--- config.mk ---
export PLATFORM = sky130hd
export DESIGN_NAME = genius_datapath
export DESIGN_NICKNAME = d
export VERILOG_FILES = /design/src/rtl/genius_datapath_pkg.sv /design/src/rtl/genius_lfsr.sv /design/src/rtl/genius_datapath.sv
export SDC_FILE = /design/constraint.sdc
export NUM_CORES = 1
export LEC_CHECK = 0
export BUFFER_PORTS_ARGS = -buffer_cell sky130_fd_sc_hd__buf_4
export CORE_MARGIN = 4
export CORE_UTILIZATION = 55
export DETAILED_ROUTE_END_ITERATION = 7
export GPL_TIMING_DRIVEN = 0
export PLACE_DENSITY = 0.73
export SETUP_SLACK_MARGIN = 0.2
export SYNTH_ARGS = -nofsm -noshare
export SYNTH_HDL_FRONTEND = slang
export SYNTH_SLANG_ARGS = --single-unit
export TNS_END_PERCENT = 50
--- constraint.sdc ---
create_clock -name clk -period 4 [get_ports clk]
set_input_delay 0.8 -clock clk [delete_from_list [all_inputs] [get_ports clk]]
set_output_delay 0.8 -clock clk [all_outputs]
set_load 0.005 [all_outputs]
--- src/rtl/genius_datapath_pkg.sv ---
// Shared constants and types for the Genius responder datapath.
package genius_datapath_pkg;

   localparam int         ADDR_WIDTH = 6;
   localparam int         DEPTH      = 64;
   localparam logic [7:0] LFSR_SEED  = 8'hA5;

   typedef enum logic {
      LED_IDLE = 1'b0,
      LED_SHOW = 1'b1
   } led_state_t;

   function automatic logic [3:0] onehot4(input logic [1:0] sel);
      onehot4 = 4'b0001 << sel;
   endfunction

endpackage

--- src/rtl/genius_lfsr.sv ---
// Free-running 8-bit Fibonacci LFSR (x^8+x^6+x^5+x^4+1); low two bits pick a random colour.
module genius_lfsr #(
   parameter logic [7:0] SEED = 8'hA5
) (
   input  logic       clk,
   input  logic       rst_n,
   input  logic       en,
   output logic [1:0] rnd
);

   logic [7:0] state_r;

   // Shift left, feedback from taps 8,6,5,4; a nonzero seed keeps it off the all-zero lockup state
   always_ff @(posedge clk or negedge rst_n) begin
      if (!rst_n) begin
         state_r <= SEED;
      end else if (en) begin
         state_r <= {state_r[6:0], state_r[7] ^ state_r[5] ^ state_r[4] ^ state_r[3]};
      end
   end

   assign rnd = state_r[1:0];

endmodule

--- src/rtl/genius_datapath.sv ---
// Genius responder datapath: settings, sequence memory, index counters, score and LED display timer.
module genius_datapath
   import genius_datapath_pkg::*;
#(
   parameter int DATA_WIDTH  = 4,
   parameter int DIFF_WIDTH  = 2,
   parameter int SCORE_WIDTH = 8,
   parameter int T_FAST      = 25,
   parameter int T_SLOW      = 50
) (
   input  logic                   clk,
   input  logic                   rst_n,
   input  logic [DATA_WIDTH-1:0]  player_input,
   input  logic [DIFF_WIDTH-1:0]  difficulty,
   input  logic                   speed,
   input  logic                   mode,
   input  logic                   settings_wr,
   input  logic                   player_wr,
   input  logic                   mem_rd,
   input  logic                   mem_wr,
   input  logic                   inc_match_index,
   input  logic                   inc_sequence_index,
   input  logic                   inc_score,
   input  logic                   rst_match,
   input  logic                   rst_sequence,
   input  logic                   rst_score,
   input  logic                   update_score,
   input  logic                   enable_led,
   input  logic                   all_leds,
   output logic [DATA_WIDTH-1:0]  sequence_item,
   output logic [ADDR_WIDTH-1:0]  match_index,
   output logic [ADDR_WIDTH-1:0]  sequence_index,
   output logic [ADDR_WIDTH:0]    seq_limit,
   output logic [SCORE_WIDTH-1:0] score,
   output logic [SCORE_WIDTH-1:0] best_score,
   output logic [DATA_WIDTH-1:0]  leds,
   output logic                   led_busy
);

   localparam int TW = $clog2(((T_SLOW > T_FAST) ? T_SLOW : T_FAST) + 1);
   localparam logic [ADDR_WIDTH-1:0] IDX_MAX = ADDR_WIDTH'(DEPTH - 1);

   logic [DIFF_WIDTH-1:0]  difficulty_r;
   logic                   speed_r;
   logic                   mode_r;
   logic [ADDR_WIDTH:0]    seq_limit_r;
   logic [DATA_WIDTH-1:0]  player_r;
   logic [1:0]             rnd_s;
   logic [DATA_WIDTH-1:0]  wdata_s;
   logic [DATA_WIDTH-1:0]  mem_r [DEPTH];
   logic [DATA_WIDTH-1:0]  item_r;
   logic [ADDR_WIDTH-1:0]  match_r;
   logic [ADDR_WIDTH-1:0]  seq_r;
   logic [SCORE_WIDTH-1:0] score_r;
   logic [SCORE_WIDTH-1:0] best_r;
   led_state_t             led_state_r;
   logic [TW-1:0]          timer_r;
   logic [DATA_WIDTH-1:0]  leds_r;
   logic                   busy_r;

   genius_lfsr #(.SEED(LFSR_SEED)) u_lfsr (
      .clk   (clk),
      .rst_n (rst_n),
      .en    (1'b1),
      .rnd   (rnd_s)
   );

   // Settings capture; the sequence limit is registered alongside difficulty
   always_ff @(posedge clk or negedge rst_n) begin
      if (!rst_n) begin
         difficulty_r <= {DIFF_WIDTH{1'b0}};
         speed_r      <= 1'b0;
         mode_r       <= 1'b0;
         seq_limit_r  <= {(ADDR_WIDTH+1){1'b0}};
      end else if (settings_wr) begin
         difficulty_r <= difficulty;
         speed_r      <= speed;
         mode_r       <= mode;
         seq_limit_r  <= (ADDR_WIDTH+1)'(8) << difficulty;
      end
   end

   // Latch a button press; an all-zero sample is treated as no press
   always_ff @(posedge clk or negedge rst_n) begin
      if (!rst_n) begin
         player_r <= {DATA_WIDTH{1'b0}};
      end else if (player_wr && (player_input != {DATA_WIDTH{1'b0}})) begin
         player_r <= player_input;
      end
   end

   // Write data: echoed player colour in mode 1, random one-hot colour otherwise
   always_comb begin
      wdata_s = {DATA_WIDTH{1'b0}};
      if (mode_r) begin
         wdata_s = player_r;
      end else begin
         wdata_s = DATA_WIDTH'(onehot4(rnd_s));
      end
   end

   // Sequence storage, intentionally without reset
   always_ff @(posedge clk) begin
      if (mem_wr) begin
         mem_r[seq_r] <= wdata_s;
      end
   end

   // Registered read port; same-address write in the same cycle returns the old word
   always_ff @(posedge clk or negedge rst_n) begin
      if (!rst_n) begin
         item_r <= {DATA_WIDTH{1'b0}};
      end else if (mem_rd) begin
         item_r <= mem_r[match_r];
      end
   end

   // Player position counter, clear wins over increment, saturates at DEPTH-1
   always_ff @(posedge clk or negedge rst_n) begin
      if (!rst_n) begin
         match_r <= {ADDR_WIDTH{1'b0}};
      end else if (rst_match) begin
         match_r <= {ADDR_WIDTH{1'b0}};
      end else if (inc_match_index && (match_r != IDX_MAX)) begin
         match_r <= match_r + ADDR_WIDTH'(1);
      end
   end

   // Sequence length counter, same clear/saturate rules
   always_ff @(posedge clk or negedge rst_n) begin
      if (!rst_n) begin
         seq_r <= {ADDR_WIDTH{1'b0}};
      end else if (rst_sequence) begin
         seq_r <= {ADDR_WIDTH{1'b0}};
      end else if (inc_sequence_index && (seq_r != IDX_MAX)) begin
         seq_r <= seq_r + ADDR_WIDTH'(1);
      end
   end

   // Score counter saturating at all-ones
   always_ff @(posedge clk or negedge rst_n) begin
      if (!rst_n) begin
         score_r <= {SCORE_WIDTH{1'b0}};
      end else if (rst_score) begin
         score_r <= {SCORE_WIDTH{1'b0}};
      end else if (inc_score && (score_r != {SCORE_WIDTH{1'b1}})) begin
         score_r <= score_r + SCORE_WIDTH'(1);
      end
   end

   // Best score compares against the pre-increment score
   always_ff @(posedge clk or negedge rst_n) begin
      if (!rst_n) begin
         best_r <= {SCORE_WIDTH{1'b0}};
      end else if (update_score && (score_r > best_r)) begin
         best_r <= score_r;
      end
   end

   // LED display timer; a request while showing is dropped rather than restarting the hold
   always_ff @(posedge clk or negedge rst_n) begin
      if (!rst_n) begin
         led_state_r <= LED_IDLE;
         timer_r     <= {TW{1'b0}};
         leds_r      <= {DATA_WIDTH{1'b0}};
         busy_r      <= 1'b0;
      end else begin
         case (led_state_r)
            LED_IDLE: begin
               if (enable_led) begin
                  led_state_r <= LED_SHOW;
                  timer_r     <= speed_r ? TW'(T_FAST) : TW'(T_SLOW);
                  leds_r      <= item_r;
                  busy_r      <= 1'b1;
               end
            end
            LED_SHOW: begin
               if (timer_r == TW'(1)) begin
                  led_state_r <= LED_IDLE;
                  timer_r     <= {TW{1'b0}};
                  leds_r      <= {DATA_WIDTH{1'b0}};
                  busy_r      <= 1'b0;
               end else begin
                  timer_r <= timer_r - TW'(1);
               end
            end
            default: begin
               led_state_r <= LED_IDLE;
               timer_r     <= {TW{1'b0}};
               leds_r      <= {DATA_WIDTH{1'b0}};
               busy_r      <= 1'b0;
            end
         endcase
      end
   end

   assign sequence_item  = item_r;
   assign match_index    = match_r;
   assign sequence_index = seq_r;
   assign seq_limit      = seq_limit_r;
   assign score          = score_r;
   assign best_score     = best_r;
   assign leds           = all_leds ? {DATA_WIDTH{1'b1}} : leds_r;
   assign led_busy       = busy_r;

endmodule

==> tab_implementation.tex <==
\begin{tabular}{lr}
\hline
Metric & Value \\
\hline
\multicolumn{2}{l}{\textbf{Run status}} \\
Status & completed \\
\multicolumn{2}{l}{\textbf{Timing}} \\
Final setup viols & 0 \\
Number of pins with negative max-slew slack in the final report & 0 \\
Worst slew margin relative to its limit & 36.7\% \\
Final worst clock skew & 0.0222 ns \\
Measured slew at the worst slew-check pin & 0.946 ns \\
Clock period minus worst slack & 2.73 ns \\
Setup repair after global routing missed its margin & no \\
Final Cycle Share & 68.2\% \\
Post-route worst hold slack & 0.356 ns \\
Achievable clock frequency & 367 MHz \\
Endpoints failing hold & 0 \\
\multicolumn{2}{l}{\textbf{CTS}} \\
Clk pin slew, worst setup/hold paths & 0.06 ns \\
Hold bufs inserted after CTS & 0 \\
Count of H-tree levels built during CTS & 2 \\
Clock insertion delay at the later pin of the skew report & 0.51 ns \\
Post-CTS repair timing setup buffer count & 0 \\
Root Driver & sky130\_fd\_sc\_hd\_\_clkbuf\_16 \\
Total clock buffers created by CTS & 34 \\
CTS sink cnt & 318 \\
Clock tree from TritonCTS & done \\
Clock tree buffer depth & 3 \\
Cts repair resizes & 0 \\
\multicolumn{2}{l}{\textbf{Detailed routing}} \\
Number of DRC markers in iteration 0 & 894 \\
Number of remaining DRC errors & 0 \\
Sum of routed wire length over all layers & 29900 um \\
ANT nets after route & 0 \\
Vias per cell & 5.98 \\
Via total after detailed routing & 7515 \\
First-pass detailed-route iteration total & 5 \\
WL per Instance & 23.8 um \\
\multicolumn{2}{l}{\textbf{Synth}} \\
Synthesized area per cell & 16.3 sq um \\
Top\_reg\_cell synth & sky130\_fd\_sc\_hd\_\_edfxtp\_1 \\
Sequential element share of the synthesized area & 69.8\% \\
Synth top area share & 58.1\% \\
Area contributors post-synth & sky130\_fd\_sc\_hd\_\_edfxtp\_1, sky130\_fd\_sc\_hd\_\_dfrtp\_1, sky130\_fd\_sc\_hd\_\_mux4\_2 \\
Post-Synthesis Cell Area & 13200 sq um \\
Distinct cell type count after synthesis & 53 \\
Cell type with the highest aggregate area in the netlist & sky130\_fd\_sc\_hd\_\_edfxtp\_1 \\
Register bit count reported by yosys & 318 \\
Post-synth EDFFs & 256 \\
Gate count of the mapped netlist & 810 \\
Synth warnings & 0 \\
Proportion of synthesized flip-flops having asynchronous set or reset & 19.5\% \\
\multicolumn{2}{l}{\textbf{GRT}} \\
Grt total ovfl & 0 \\
Wire length of the first global-routing pass & 45200 um \\
Largest net degree at the start of global routing & 63 \\
Number of antenna violations at the first check in global routing & 0 \\
Vias in the first global route & 7440 \\
Global router's overall resource usage & 22.8\% \\
\multicolumn{2}{l}{\textbf{Finish}} \\
Area Overhead vs Synth & 15.6\% \\
Count of antenna diodes in the layout & 0 \\
Cell Count, Final, Fillers Out & 1256 \\
Total Nets Final & 948 \\
Post-layout util & 65.0\% \\
Filler Cells Inserted & 1687 \\
Share of post-route cells with drive strength above 1 & 23.1\% \\
Area of all placed cells without fillers & 15300 sq um \\
\multicolumn{2}{l}{\textbf{Pwr}} \\
Power share of the sequential group & 49.9\% \\
Combinational fraction of design power & 11.2\% \\
Net switching share of the total power & 23.6\% \\
Clock network fraction of total power & 38.9\% \\
Leakage dissipation & 5.33 nW \\
Total power divided by cell area & 499 nW/um\^{}2 \\
Power dissipated by switching net loads & 0.00180 W \\
Largest vdd supply drop & 0.616 mV \\
Cell internal pwr & 0.00583 W \\
\multicolumn{2}{l}{\textbf{Worst setup path}} \\
Endpoint of the worst setup timing path & sequence\_item[3] \\
Register-to-register setup slack & 1.27 ns \\
Reg-to-reg critical path endpoint & sequence\_item[3] \\
Kind of end point of the critical path & flop \\
Reg-to-reg startpoint & match\_index[2] \\
Largest driver fanout on the critical path & 10 \\
Type of the setup path with the least slack & reg -> reg \\
Startpoint of the most critical setup path & match\_index[2] \\
Kind of start point of the critical path & flop \\
R2r worst-path depth & 8 \\
Signal arrival time at the worst endpoint & 3.12 ns \\
Critical path data required time & 4.39 ns \\
\multicolumn{2}{l}{\textbf{Place}} \\
RePlAce Congestion & 0.887 \\
Detail Placement HPWL & 19600 um \\
Cell count after placement & 1195 \\
Total of buffers placed on input and output ports & 59 \\
Post-place instance area & 14200 sq um \\
\multicolumn{2}{l}{\textbf{Floorplan}} \\
Starting Density & 56.2\% \\
Placeable core region & 23500 sq um \\
Cell row count & 56 \\
Vertical extent of the die & 163 um \\
Chip width & 163 um \\
Die area & 26600 sq um \\
Ports placed on the boundary & 67 \\
\multicolumn{2}{l}{\textbf{Run}} \\
\# Max-Cap Violations & 0 \\
\multicolumn{2}{l}{\textbf{Min path}} \\
Hold Path Class & reg -> reg \\
\hline
\end{tabular}
[worst min path at each step]
stage	slack [ns]	to	start	cells past startpoint
floorplan	0.33	u_lfsr.state_r[7]	u_lfsr.state_r[6]	0
global placement	0.34	u_lfsr.state_r[7]	u_lfsr.state_r[6]	0
detailed placement	0.35	u_lfsr.state_r[7]	u_lfsr.state_r[6]	0
CTS	0.36	u_lfsr.state_r[7]	u_lfsr.state_r[6]	0
global route	0.37	u_lfsr.state_r[7]	u_lfsr.state_r[6]	0
finish	0.36	u_lfsr.state_r[7]	u_lfsr.state_r[6]	0
[state kept, by name, indices dropped and copies added (netlist names), 6 cells and up]
name            flops
mem_r             256
timer_r             6
score               8
best_score          8
u_lfsr.state_r      8
match_index         6
sequence_index      6
[cells in the mapped netlist, types with 6 or more instances]
cell type                  number
sky130_fd_sc_hd__clkbuf_1      21
sky130_fd_sc_hd__mux2_2        15
sky130_fd_sc_hd__edfxtp_1     256
sky130_fd_sc_hd__nor2_1        97
sky130_fd_sc_hd__nor2b_1        8
sky130_fd_sc_hd__nand2_1       41
sky130_fd_sc_hd__o21ai_0       19
sky130_fd_sc_hd__mux2i_1       38
sky130_fd_sc_hd__or2_2          6
sky130_fd_sc_hd__dfrtp_1       58
sky130_fd_sc_hd__ha_1          13
sky130_fd_sc_hd__xor2_1        11
sky130_fd_sc_hd__buf_2          6
sky130_fd_sc_hd__mux4_2        47
sky130_fd_sc_hd__mux4_1         9
sky130_fd_sc_hd__nand4_1       10
sky130_fd_sc_hd__nor3_1         7
sky130_fd_sc_hd__nand3_1       12
sky130_fd_sc_hd__o22ai_1       10
sky130_fd_sc_hd__a21oi_1        9
sky130_fd_sc_hd__o31ai_1        6
sky130_fd_sc_hd__buf_4          9
sky130_fd_sc_hd__inv_1         17
sky130_fd_sc_hd__xnor2_1        8
[stage by stage]
step	TNS [ns]	power (W)	setup WS [ns]
floorplan	0	0.00441	0.173
global placement	-345.92	0.00469	-2.34
detailed placement	0	0.00473	1.29
CTS	0	0.00767	1.30
global route	0	0.00791	1.24
finish	0	0.00763	1.27
[worst max-delay path: stages, from the launching register on]
cell	delay [ns]
sky130_fd_sc_hd__dfrtp_1	0.43
sky130_fd_sc_hd__buf_4	0.25
sky130_fd_sc_hd__clkbuf_1	0.68
sky130_fd_sc_hd__mux4_2	0.45
sky130_fd_sc_hd__mux2i_1	0.20
sky130_fd_sc_hd__o22ai_1	0.11
sky130_fd_sc_hd__nor3_1	0.19
sky130_fd_sc_hd__o21ai_1	0.15
sky130_fd_sc_hd__o21a_1	0.14
[kinds of logic after synthesis]
logic type	share of synthesized area (%)
mux	13.9
other cells	0.0283
xor+xnor	1.26
buf+inv	2.51
compound gates	4.09
simple gates	7.13
fa+ha+maj	1.23
flops	69.8
[routing by layer]
layer	global-route usage, %	part of all wire, %	vias to the layer above	wire length, um
met5	2.84	0.31	-	94
met4	7.62	3.0	4	904
met3	5.00	7.8	66	2340
met2	35.9	48	330	14300
met1	32.0	41	3803	12300
li1	-	-	3312	-
[cell usage in the layout, fill, tap and decap left out, types with 4 or more instances in the layout]
| master | n |
|---|---|
| sky130_fd_sc_hd__buf_4 | 68 |
| sky130_fd_sc_hd__buf_6 | 4 |
| sky130_fd_sc_hd__o31ai_1 | 5 |
| sky130_fd_sc_hd__nand2_1 | 41 |
| sky130_fd_sc_hd__nand3b_1 | 5 |
| sky130_fd_sc_hd__nor2_1 | 97 |
| sky130_fd_sc_hd__o22ai_1 | 10 |
| sky130_fd_sc_hd__dfrtp_1 | 58 |
| sky130_fd_sc_hd__inv_1 | 17 |
| sky130_fd_sc_hd__a22oi_1 | 5 |
| sky130_fd_sc_hd__mux2i_1 | 38 |
| sky130_fd_sc_hd__a22o_1 | 4 |
| sky130_fd_sc_hd__ha_1 | 13 |
| sky130_fd_sc_hd__xnor2_1 | 8 |
| sky130_fd_sc_hd__a21oi_1 | 9 |
| sky130_fd_sc_hd__nand2b_1 | 5 |
| sky130_fd_sc_hd__buf_2 | 6 |
| sky130_fd_sc_hd__clkinv_2 | 7 |
| sky130_fd_sc_hd__o21a_1 | 4 |
| sky130_fd_sc_hd__clkbuf_16 | 35 |
| sky130_fd_sc_hd__a31oi_1 | 5 |
| sky130_fd_sc_hd__nor3_1 | 7 |
| sky130_fd_sc_hd__a211oi_1 | 4 |
| sky130_fd_sc_hd__nand4_1 | 10 |
| sky130_fd_sc_hd__mux2_2 | 15 |
| sky130_fd_sc_hd__dfstp_2 | 4 |
| sky130_fd_sc_hd__clkbuf_1 | 26 |
| sky130_fd_sc_hd__o21ai_0 | 16 |
| sky130_fd_sc_hd__o211ai_1 | 5 |
| sky130_fd_sc_hd__edfxtp_1 | 256 |
| sky130_fd_sc_hd__mux4_2 | 47 |
| sky130_fd_sc_hd__nor2b_1 | 8 |
| sky130_fd_sc_hd__or2_2 | 6 |
| sky130_fd_sc_hd__nand3_1 | 12 |
| sky130_fd_sc_hd__clkinv_1 | 7 |
| sky130_fd_sc_hd__mux4_1 | 9 |
| sky130_fd_sc_hd__xor2_1 | 11 |
[layout make-up]
type,count,area (sq um),area share (%)
buffer,43,265,1.73
clock buffer,43,936,6.12
clock inverter,18,116,0.760
inverter,18,67.6,0.442
multi-input combinational,433,3720,24.3
sequential,318,9240,60.4
tap,319,399,2.61
timing repair buffer,64,556,3.63
[power by group through the flow]
stage	registers [W]	logic (W)	clock network, W
CTS	0.00381	0.000855	0.00300
global route	0.00382	0.000933	0.00315
floorplan	0.00387	0.000540	0
finish	0.00381	0.000853	0.00297
detailed placement	0.00388	0.000851	0
global placement	0.00390	0.000793	0
Power figures use the tool's default switching activity.
